## src/rtl/product_accumulator_pkg.sv

```systemverilog
// Shared types and constants for the product accumulator that sits behind the
// 4-bit Booth multiplier.
package product_accumulator_pkg;

  localparam int PROD_W = 4;

  typedef enum logic [1:0] {
    ST_IDLE  = 2'd0,
    ST_ACCUM = 2'd1,
    ST_DONE  = 2'd2
  } state_e;

  // Clamp bounds of a w-bit two's complement accumulator.
  function automatic longint acc_max(input int w);
    return (64'sd1 <<< (w - 1)) - 64'sd1;
  endfunction

  function automatic longint acc_min(input int w);
    return -(64'sd1 <<< (w - 1));
  endfunction

endpackage

```

## src/rtl/product_accumulator_if.sv

```systemverilog
// Product-in / result-out handshake bundle between multiplier, accumulator and
// the downstream consumer.
interface product_accumulator_if #(
  parameter int ACC_W = 8,
  parameter int CNT_W = 5
);
  import product_accumulator_pkg::*;

  logic              start;
  logic [CNT_W-1:0]  len;
  logic              in_valid;
  logic              in_ready;
  logic [PROD_W-1:0] prod;
  logic              prod_ovf;
  logic              out_valid;
  logic              out_ready;
  logic [ACC_W-1:0]  acc_out;
  logic              ovf_out;
  logic              busy;

  modport master (
    output start, len, in_valid, prod, prod_ovf, out_ready,
    input  in_ready, out_valid, acc_out, ovf_out, busy
  );

  modport slave (
    input  start, len, in_valid, prod, prod_ovf, out_ready,
    output in_ready, out_valid, acc_out, ovf_out, busy
  );

endinterface

```

## src/rtl/product_accumulator_sat_adder.sv

```systemverilog
// Combinational saturating add of a sign-extended product onto the accumulator,
// computed one bit wider than the accumulator so overflow is visible.
module sat_adder
  import product_accumulator_pkg::*;
#(
  parameter int ACC_W = 8
) (
  input  logic [ACC_W-1:0]  i_acc,
  input  logic [PROD_W-1:0] i_prod,
  output logic [ACC_W-1:0]  o_sum,
  output logic              o_sat
);

  localparam logic [ACC_W-1:0] ACC_MAX = ACC_W'(acc_max(ACC_W));
  localparam logic [ACC_W-1:0] ACC_MIN = ACC_W'(acc_min(ACC_W));

  logic [ACC_W:0] w_sum_wide;

  assign w_sum_wide = {i_acc[ACC_W-1], i_acc}
                    + {{(ACC_W + 1 - PROD_W){i_prod[PROD_W-1]}}, i_prod};

  // The top two bits disagree only when the true sum left the ACC_W range.
  always_comb begin
    o_sum = w_sum_wide[ACC_W-1:0];
    o_sat = 1'b0;
    if (w_sum_wide[ACC_W] != w_sum_wide[ACC_W-1]) begin
      o_sat = 1'b1;
      o_sum = w_sum_wide[ACC_W] ? ACC_MIN : ACC_MAX;
    end else begin
      o_sum = w_sum_wide[ACC_W-1:0];
    end
  end

endmodule

```

## src/rtl/product_accumulator.sv

```systemverilog
// Sums a programmed number of signed 4-bit products into a saturating
// accumulator at one product per cycle and hands the result downstream.
module product_accumulator
  import product_accumulator_pkg::*;
#(
  parameter int ACC_W = 8,
  parameter int CNT_W = 5
) (
  input logic                  clk,
  input logic                  rst,
  product_accumulator_if.slave bus
);

  state_e           r_state;
  state_e           w_state_nxt;
  logic [ACC_W-1:0] r_acc;
  logic [ACC_W-1:0] w_acc_nxt;
  logic [ACC_W-1:0] w_sum;
  logic             w_sat;
  logic             r_ovf;
  logic             w_ovf_nxt;
  logic [CNT_W-1:0] r_cnt;
  logic [CNT_W-1:0] w_cnt_nxt;
  logic [CNT_W-1:0] w_cnt_inc;
  logic [CNT_W-1:0] r_len;
  logic [CNT_W-1:0] w_len_nxt;

  sat_adder #(.ACC_W(ACC_W)) u_sat_adder (
    .i_acc  (r_acc),
    .i_prod (bus.prod),
    .o_sum  (w_sum),
    .o_sat  (w_sat)
  );

  assign w_cnt_inc = r_cnt + CNT_W'(1);

  // Next-state and datapath update for the IDLE/ACCUM/DONE sequence.
  always_comb begin
    w_state_nxt = r_state;
    w_acc_nxt   = r_acc;
    w_ovf_nxt   = r_ovf;
    w_cnt_nxt   = r_cnt;
    w_len_nxt   = r_len;
    case (r_state)
      ST_IDLE: begin
        if (bus.start) begin
          w_acc_nxt   = '0;
          w_ovf_nxt   = 1'b0;
          w_cnt_nxt   = '0;
          w_len_nxt   = bus.len;
          w_state_nxt = (bus.len != '0) ? ST_ACCUM : ST_DONE;
        end else begin
          w_state_nxt = ST_IDLE;
        end
      end
      ST_ACCUM: begin
        // in_ready is implied by being in ACCUM, so in_valid alone is a beat.
        if (bus.in_valid) begin
          w_acc_nxt = w_sum;
          w_ovf_nxt = r_ovf | bus.prod_ovf | w_sat;
          w_cnt_nxt = w_cnt_inc;
          if (w_cnt_inc == r_len) begin
            w_state_nxt = ST_DONE;
          end else begin
            w_state_nxt = ST_ACCUM;
          end
        end else begin
          w_state_nxt = ST_ACCUM;
        end
      end
      ST_DONE: begin
        if (bus.out_ready) begin
          w_state_nxt = ST_IDLE;
        end else begin
          w_state_nxt = ST_DONE;
        end
      end
      default: begin
        w_state_nxt = ST_IDLE;
      end
    endcase
  end

  // State and datapath registers; reset discards any partial run.
  always_ff @(posedge clk or posedge rst) begin
    if (rst) begin
      r_state <= ST_IDLE;
      r_acc   <= '0;
      r_ovf   <= 1'b0;
      r_cnt   <= '0;
      r_len   <= '0;
    end else begin
      r_state <= w_state_nxt;
      r_acc   <= w_acc_nxt;
      r_ovf   <= w_ovf_nxt;
      r_cnt   <= w_cnt_nxt;
      r_len   <= w_len_nxt;
    end
  end

  assign bus.in_ready  = (r_state == ST_ACCUM);
  assign bus.out_valid = (r_state == ST_DONE);
  assign bus.busy      = (r_state != ST_IDLE);
  assign bus.acc_out   = r_acc;
  assign bus.ovf_out   = r_ovf;

endmodule

```

## src/flat_wrapper.sv

```systemverilog
// flat-port wrapper written by rule: the top's interface ports become plain ports
module product_accumulator_flat import product_accumulator_pkg::*;
#(
  parameter int ACC_W = 8,
  parameter int CNT_W = 5
)
  (clk, rst, bus_start, bus_len, bus_in_valid, bus_prod, bus_prod_ovf, bus_out_ready, bus_in_ready, bus_out_valid, bus_acc_out, bus_ovf_out, bus_busy);
  product_accumulator_if #(.ACC_W(ACC_W), .CNT_W(CNT_W)) bus_i ();
  input logic clk;
  input logic rst;
  input wire logic [$bits(bus_i.start)-1:0] bus_start;
  input wire logic [$bits(bus_i.len)-1:0] bus_len;
  input wire logic [$bits(bus_i.in_valid)-1:0] bus_in_valid;
  input wire logic [$bits(bus_i.prod)-1:0] bus_prod;
  input wire logic [$bits(bus_i.prod_ovf)-1:0] bus_prod_ovf;
  input wire logic [$bits(bus_i.out_ready)-1:0] bus_out_ready;
  output wire logic [$bits(bus_i.in_ready)-1:0] bus_in_ready;
  output wire logic [$bits(bus_i.out_valid)-1:0] bus_out_valid;
  output wire logic [$bits(bus_i.acc_out)-1:0] bus_acc_out;
  output wire logic [$bits(bus_i.ovf_out)-1:0] bus_ovf_out;
  output wire logic [$bits(bus_i.busy)-1:0] bus_busy;
  assign bus_i.start = bus_start;
  assign bus_i.len = bus_len;
  assign bus_i.in_valid = bus_in_valid;
  assign bus_i.prod = bus_prod;
  assign bus_i.prod_ovf = bus_prod_ovf;
  assign bus_i.out_ready = bus_out_ready;
  assign bus_in_ready = bus_i.in_ready;
  assign bus_out_valid = bus_i.out_valid;
  assign bus_acc_out = bus_i.acc_out;
  assign bus_ovf_out = bus_i.ovf_out;
  assign bus_busy = bus_i.busy;
  product_accumulator #(.ACC_W(ACC_W), .CNT_W(CNT_W)) u_core (.clk(clk), .rst(rst), .bus(bus_i));
endmodule
```

## config.mk

```make
export PLATFORM = sky130hd
export DESIGN_NAME = product_accumulator_flat
export DESIGN_NICKNAME = d
export VERILOG_FILES = /design/src/rtl/product_accumulator_pkg.sv /design/src/rtl/product_accumulator_if.sv /design/src/rtl/product_accumulator_sat_adder.sv /design/src/rtl/product_accumulator.sv /design/src/flat_wrapper.sv
export SDC_FILE = /design/constraint.sdc
export NUM_CORES = 1
export LEC_CHECK = 0
export ABC_AREA = 1
export CORE_MARGIN = 5
export CORE_UTILIZATION = 30
export CTS_CLUSTER_SIZE = 24
export DETAILED_ROUTE_END_ITERATION = 16
export SLEW_MARGIN = 20
export SYNTH_ARGS = -nofsm -noshare
export SYNTH_HDL_FRONTEND = slang
export SYNTH_SLANG_ARGS = --single-unit
```

## constraint.sdc

```tcl
create_clock -name clk -period 5 [get_ports clk]
set_clock_uncertainty 0.1 [all_clocks]
set_input_delay 1 -clock clk [delete_from_list [all_inputs] [get_ports clk]]
set_output_delay 1 -clock clk [all_outputs]
set_load 0.01 [all_outputs]
```

# After elaboration in Yosys (flattened, before gate mapping)

Cells that the tools add are included.

Bitwise logic cells: 2
$add $sub $neg: 2
Reductions and logical operators: 6
Equality and inequality tests: 6
Multiplexer cells: 18

Operators with widths:

| cell                                                | number |
|---|---|
| two-way mux 8 bit                                   | 4 |
| case mux 8 bit (2 select lines)                     | 1 |
| two-way mux 2 bit                                   | 5 |
| two-way mux 5 bit                                   | 2 |
| case mux 5 bit (2 select lines)                     | 1 |
| adder 8 x 4 -> 9 bit                                | 1 |
| case mux 2 bit (3 select lines)                     | 1 |
| adder 5 x 1 -> 5 bit, second input constant         | 1 |
| equality test 5 bit                                 | 1 |
| nonzero test 5 bit                                  | 1 |
| inequality test 2 bit, second input constant        | 2 |
| nonzero test 2 bit                                  | 2 |
| two-way mux 1 bit                                   | 3 |
| AND reduction 3 bit                                 | 1 |
| equality test 2 x 1 -> 1 bit, second input constant | 1 |
| equality test 2 bit, second input constant          | 1 |
| logical NOT 2 bit                                   | 1 |
| OR 1 bit                                            | 2 |
| case mux 1 bit (2 select lines)                     | 1 |
| AND reduction 2 bit                                 | 1 |
| inequality test 1 bit                               | 1 |

Flip-flop bits (word level): 21
Output and inout bits: 12
Word-level logic and storage cells: 39

# Logic depth before layout (Yosys ltp)

Depth after elaboration: 6
Mapped depth: 12
Gate-level depth less buffers: 12

# Hierarchy

Synthesis repeated with hierarchy kept, for this count alone.

Cell total of the unflattened synthesis: 200
Area total of the unflattened synthesis: 1532.7 µm²

By module, submodules not included:

| module              | cells an instance | area each (µm²) | instances | seq. area each (µm²) |
|---|---|---|---|---|
| product_accumulator | 114               | 1019.7          | 1         | 525.5 |
| sat_adder           | 86                | 513.0           | 1         | 0.0 |

# Worst setup path after synthesis

Ideal clock, no wire load.

Path type: input to register
From: input bus_prod[0]
To: register u_core.r_acc[0], in the netlist u_core.bus.acc_out[0]
Path buffers: 0
Data arrival time: 2290 ps
Setup slack: 2494 ps
Cell stages on the path: 12
Data required time: 4784 ps
Path through: ha_1 -> fa_1 -> nand2_1 -> nand2_1 -> nand3_2 -> nand2_1 -> nand2_1 -> nand2_2 -> nand2_2 -> nand3_1 -> nand2_1 -> nand2_1

Longest elaborated chain between the ends: 5
Elaborated cells on any way between the ends: 6

RTL lines:

| what                                                       | line                                                                     | RTL |
|---|---|---|
| start: declaration                                         | flat_wrapper.sv:14                                                       | `input wire logic [$bits(bus_i.prod)-1:0] bus_prod;` |
| adder 8 x 4 -> 9 bit *                                     | product_accumulator_sat_adder.sv:20                                      | `+ {{(ACC_W + 1 - PROD_W){i_prod[PROD_W-1]}}, i_prod};` |
| two-way mux 8 bit or inequality test 1 bit (tied branches) | product_accumulator_sat_adder.sv:28, product_accumulator_sat_adder.sv:26 |  |
| two-way mux 8 bit *                                        | product_accumulator_sat_adder.sv:26                                      | `if (w_sum_wide[ACC_W] != w_sum_wide[ACC_W-1]) begin` |
| two-way mux 8 bit *                                        | product_accumulator.sv:58                                                | `if (bus.in_valid) begin` |
| case mux 8 bit (2 select lines) *                          | product_accumulator.sv:44                                                | `case (r_state)` |
| end signal: assignment                                     | product_accumulator.sv:94                                                | `r_acc <= w_acc_nxt;` |
| end: declaration                                           | product_accumulator.sv:16                                                | `logic [ACC_W-1:0] r_acc;` |

Every way passes the cells marked *; elsewhere a longest branch is shown, timed or not. The select of a mux whose other input is x is not followed.
A chain may end at the register's enable or synchronous reset.

# Worst setup path in the final report

From: input bus_prod[0]
To: register u_core.r_ovf, in the netlist u_core.bus.ovf_out

Longest elaborated chain between the ends: 6

RTL lines:

| what                            | line                                | RTL |
|---|---|---|
| adder 8 x 4 -> 9 bit            | product_accumulator_sat_adder.sv:20 |  |
| inequality test 1 bit           | product_accumulator_sat_adder.sv:26 |  |
| two-way mux 1 bit               | product_accumulator_sat_adder.sv:26 |  |
| OR 1 bit                        | product_accumulator.sv:60           | `w_ovf_nxt = r_ovf \| bus.prod_ovf \| w_sat;` |
| two-way mux 1 bit               | product_accumulator.sv:58           |  |
| case mux 1 bit (2 select lines) | product_accumulator.sv:44           |  |
| end signal: assignment          | product_accumulator.sv:95           | `r_ovf <= w_ovf_nxt;` |
| end: declaration                | product_accumulator.sv:20           | `logic r_ovf;` |

No other way between the ends. The select of a mux whose other input is x is not followed.

==> impl_metrics.yaml <==
worst_setup_path:
  cp-startpoint: "bus_prod[0]"
  worstPathArrival_ns: 2.87
  crit_fanout: 8
  critPathMaxStageDelay_ns: 0.41
  cp-end-kind: "flip-flop"
  cp.required_ns: 5.06
  r2r_cells: 12
  worstSetupPathType: "in -> reg"
  critical-path-slowest-cell: "fa_1"
  cpMostUsedCell: "nand2_1"
  cp_cell_sequence: "clkdlybuf4s50_1, ha_1, fa_1, nand2_1, nand2_1, nand3_2, nand2_1, nand2_1, nand2_2, nand2_2, nand3_1, nand2_1, nand2_1"
  worstReg2RegStart: "u_core.bus.acc_out[0]"
  cp-start-kind: "input port"
cts:
  cts_tree: "built"
  cts.clk_slew.worst_paths_ns: 0.07
  cts_setup_buffers: 0
  cts_sinks: 21
  cts_root_buf: "clkbuf_8"
  cts_buffers: 3
  clock_path_buffers: 2
  ctsHoldBuffers: 0
  h-tree-depth: 1
  insertion_delay_ns: 0.26
  post_cts_resized: 0
yosys:
  ys_ff_latch: 21
  synth_edf_count: 0
  synth.cell_area_mm2: 0.00150
  synth_fp_nets: 232
  synth-async-reset-ratio: 1.00
  yosys-top-cells-count: "nand2_1, inv_1, dfrtp_1"
  yosys.area.top_type: "dfrtp_1"
  synthCells: 207
  yosysUniqueCellTypes: 25
  yosysSeqAreaShare: 0.350
  avgSynthCellArea_um2: 7.26
  synth_top_flop_cell: "dfrtp_1"
  synth_most_common_cell: "nand2_1"
  synth_area_leaders: "dfrtp_1, nand2_1, ha_1"
  yosys.area.top_type_share: 0.350
  yosys_warnings: 0
floorplan:
  initial_utilization: 0.314
  die_area_mm2: 0.00652
  rows: 25
  die_h_um: 80.8
  dieWidth_um: 80.8
  ios: 27
  coreArea_mm2: 0.00479
timing:
  timing.slew.headroom: 0.465
  hold_violations: 0
  fmax_ghz: 0.355
  setup_viol: 0
  final_max_slew_viol_count: 0
  min_period_ns: 2.82
  tightest_slew_ns: 0.802
  tns_ns: 0
  grt_setup_unrepaired: "no"
  period_share: 0.563
worst_hold_path:
  hold_path.class: "reg -> reg"
  holdCritStartpoint: "u_core.r_len[1]"
  hold_depth: 2
run_status:
  outcome: "complete, no violations"
global_routing:
  overflow: 0
  antenna_found_initial: 0
  grt_usage: 0.107
  grt_max_degree: 22
  first_global_vias: 1248
  grt_pass1_wl_um: 5510
cells_and_area:
  insertedDiodeCount: 0
  finalNonFillerCells: 303
  drive_gt1_frac: 0.0805
  syn2layout_area_growth_pct: 25.1
  nets: 262
pwr:
  power.density_mw_per_mm2: 607
  ir_worst_vdd_uv: 259
  power.leakage_nw: 0.961
detailed_routing:
  wirelength_um: 3060
  post_drt_via_cell_ratio: 4.26
  drtPass1Iterations: 4
  dr.first_iter.drc_count: 74
  vias: 1291
  route.detailed.drc: 0
  drt-wirelength-per-cell_um: 10.1
  ant_nets: 0
placed_design:
  gp_congestion: 0.776
  dp_hpwl_um: 2460
  place_inst: 299
  io_buffers: 26
flow_run:
  cap_violations: 0
-- cells in the final DEF (no fill, tap or decap), types with 2 or more instances in the layout --
cell / count
xor2_1: 6
nand2_1: 79
nand2_2: 5
nor2_1: 8
nand3b_1: 2
clkdlybuf4s50_1: 26
nand2_4: 2
nor2_2: 2
a21oi_2: 2
nand3_2: 2
o21ai_0: 8
nand3_1: 19
or2_1: 2
inv_1: 28
clkbuf_8: 3
ha_1: 9
nand4_1: 2
o22ai_1: 2
dfrtp_1: 21
-- where the power goes --
part	switching, mW	internal [mW]
Clock	0.0536	0.0568
Sequential	0.0652	0.247
Combinational	0.417	0.302
Total	0.536	0.606
-- path summary, 6_finish.rpt --
path	to	slack (ns)
setup / recovery	u_core.bus.ovf_out	2.18
hold / removal	u_core.r_len[1]	0.40
setup reg to reg	u_core.bus.ovf_out	2.90
hold reg to reg	u_core.r_len[1]	0.40
max in group asynchronous	u_core.r_cnt[1]	3.21
min in group asynchronous	u_core.r_len[2]	1.09
-- per-layer routing --
layer / share of wire / vias up / wire length [um] / track usage
met5: 0 / - / 0 / 0
met3: 0.040 / 5 / 121 / 0.0177
li1: - / 710 / - / -
met4: 0.016 / 0 / 48 / 0.0405
met2: 0.46 / 22 / 1390 / 0.190
met1: 0.49 / 554 / 1500 / 0.130
-- worst max-delay path, delay by kind of cell --
family | cells | cell delay, ns
and+or+nand+nor | 10 | 0.84
adders and majority gates | 2 | 0.62
buffers and inverters | 1 | 0.40
-- cell type report --
class                   count  area (um^2)
inverters                  28          105
fillers                   516         2910
well taps                  67         83.8
repair buffers             26          260
flip-flops and latches     21          526
clock buffers               4         45.0
multi-input cells         157          861
-- through the flow --
| step | power (mW) | setup slack, ns | util | cell area [um^2] | hold slack [ns] |
|---|---|---|---|---|---|
| detailed placement | 1.04 | 1.88 | 0.384 | 1840 | 0.384 |
| finish | 1.14 | 2.18 | 0.393 | 1880 | 0.399 |
| floorplan | 0.836 | 2.49 | - | 1500 | 0.366 |
| global placement | 1.04 | 1.91 | 0.384 | 1840 | 0.390 |
| global route | 1.28 | 2.00 | 0.393 | 1880 | 0.426 |
| CTS | 1.16 | 2.17 | 0.393 | 1880 | 0.405 |
-- cells by family (layout without fill, tap and decap cells) --
family / after synthesis / in the layout / synth area share
AO/OA/AOI/OAI: 14 / 14 / 0.0641
XOR/XNOR: 7 / 7 / 0.0408
buffers and inverters: 29 / 58 / 0.0774
flip-flops: 21 / 21 / 0.350
AND/OR/NAND/NOR: 126 / 126 / 0.380
adder cells (fa/ha/maj): 10 / 10 / 0.0883
-- registers in the layout, summed over array words and instances (netlist names) --
signal / flops
u_core.r_state: 2
u_core.r_cnt: 5
u_core.bus.acc_out: 8
u_core.bus.ovf_out: 1
u_core.r_len: 5
No activity file was read; power rests on OpenSTA's default activity.
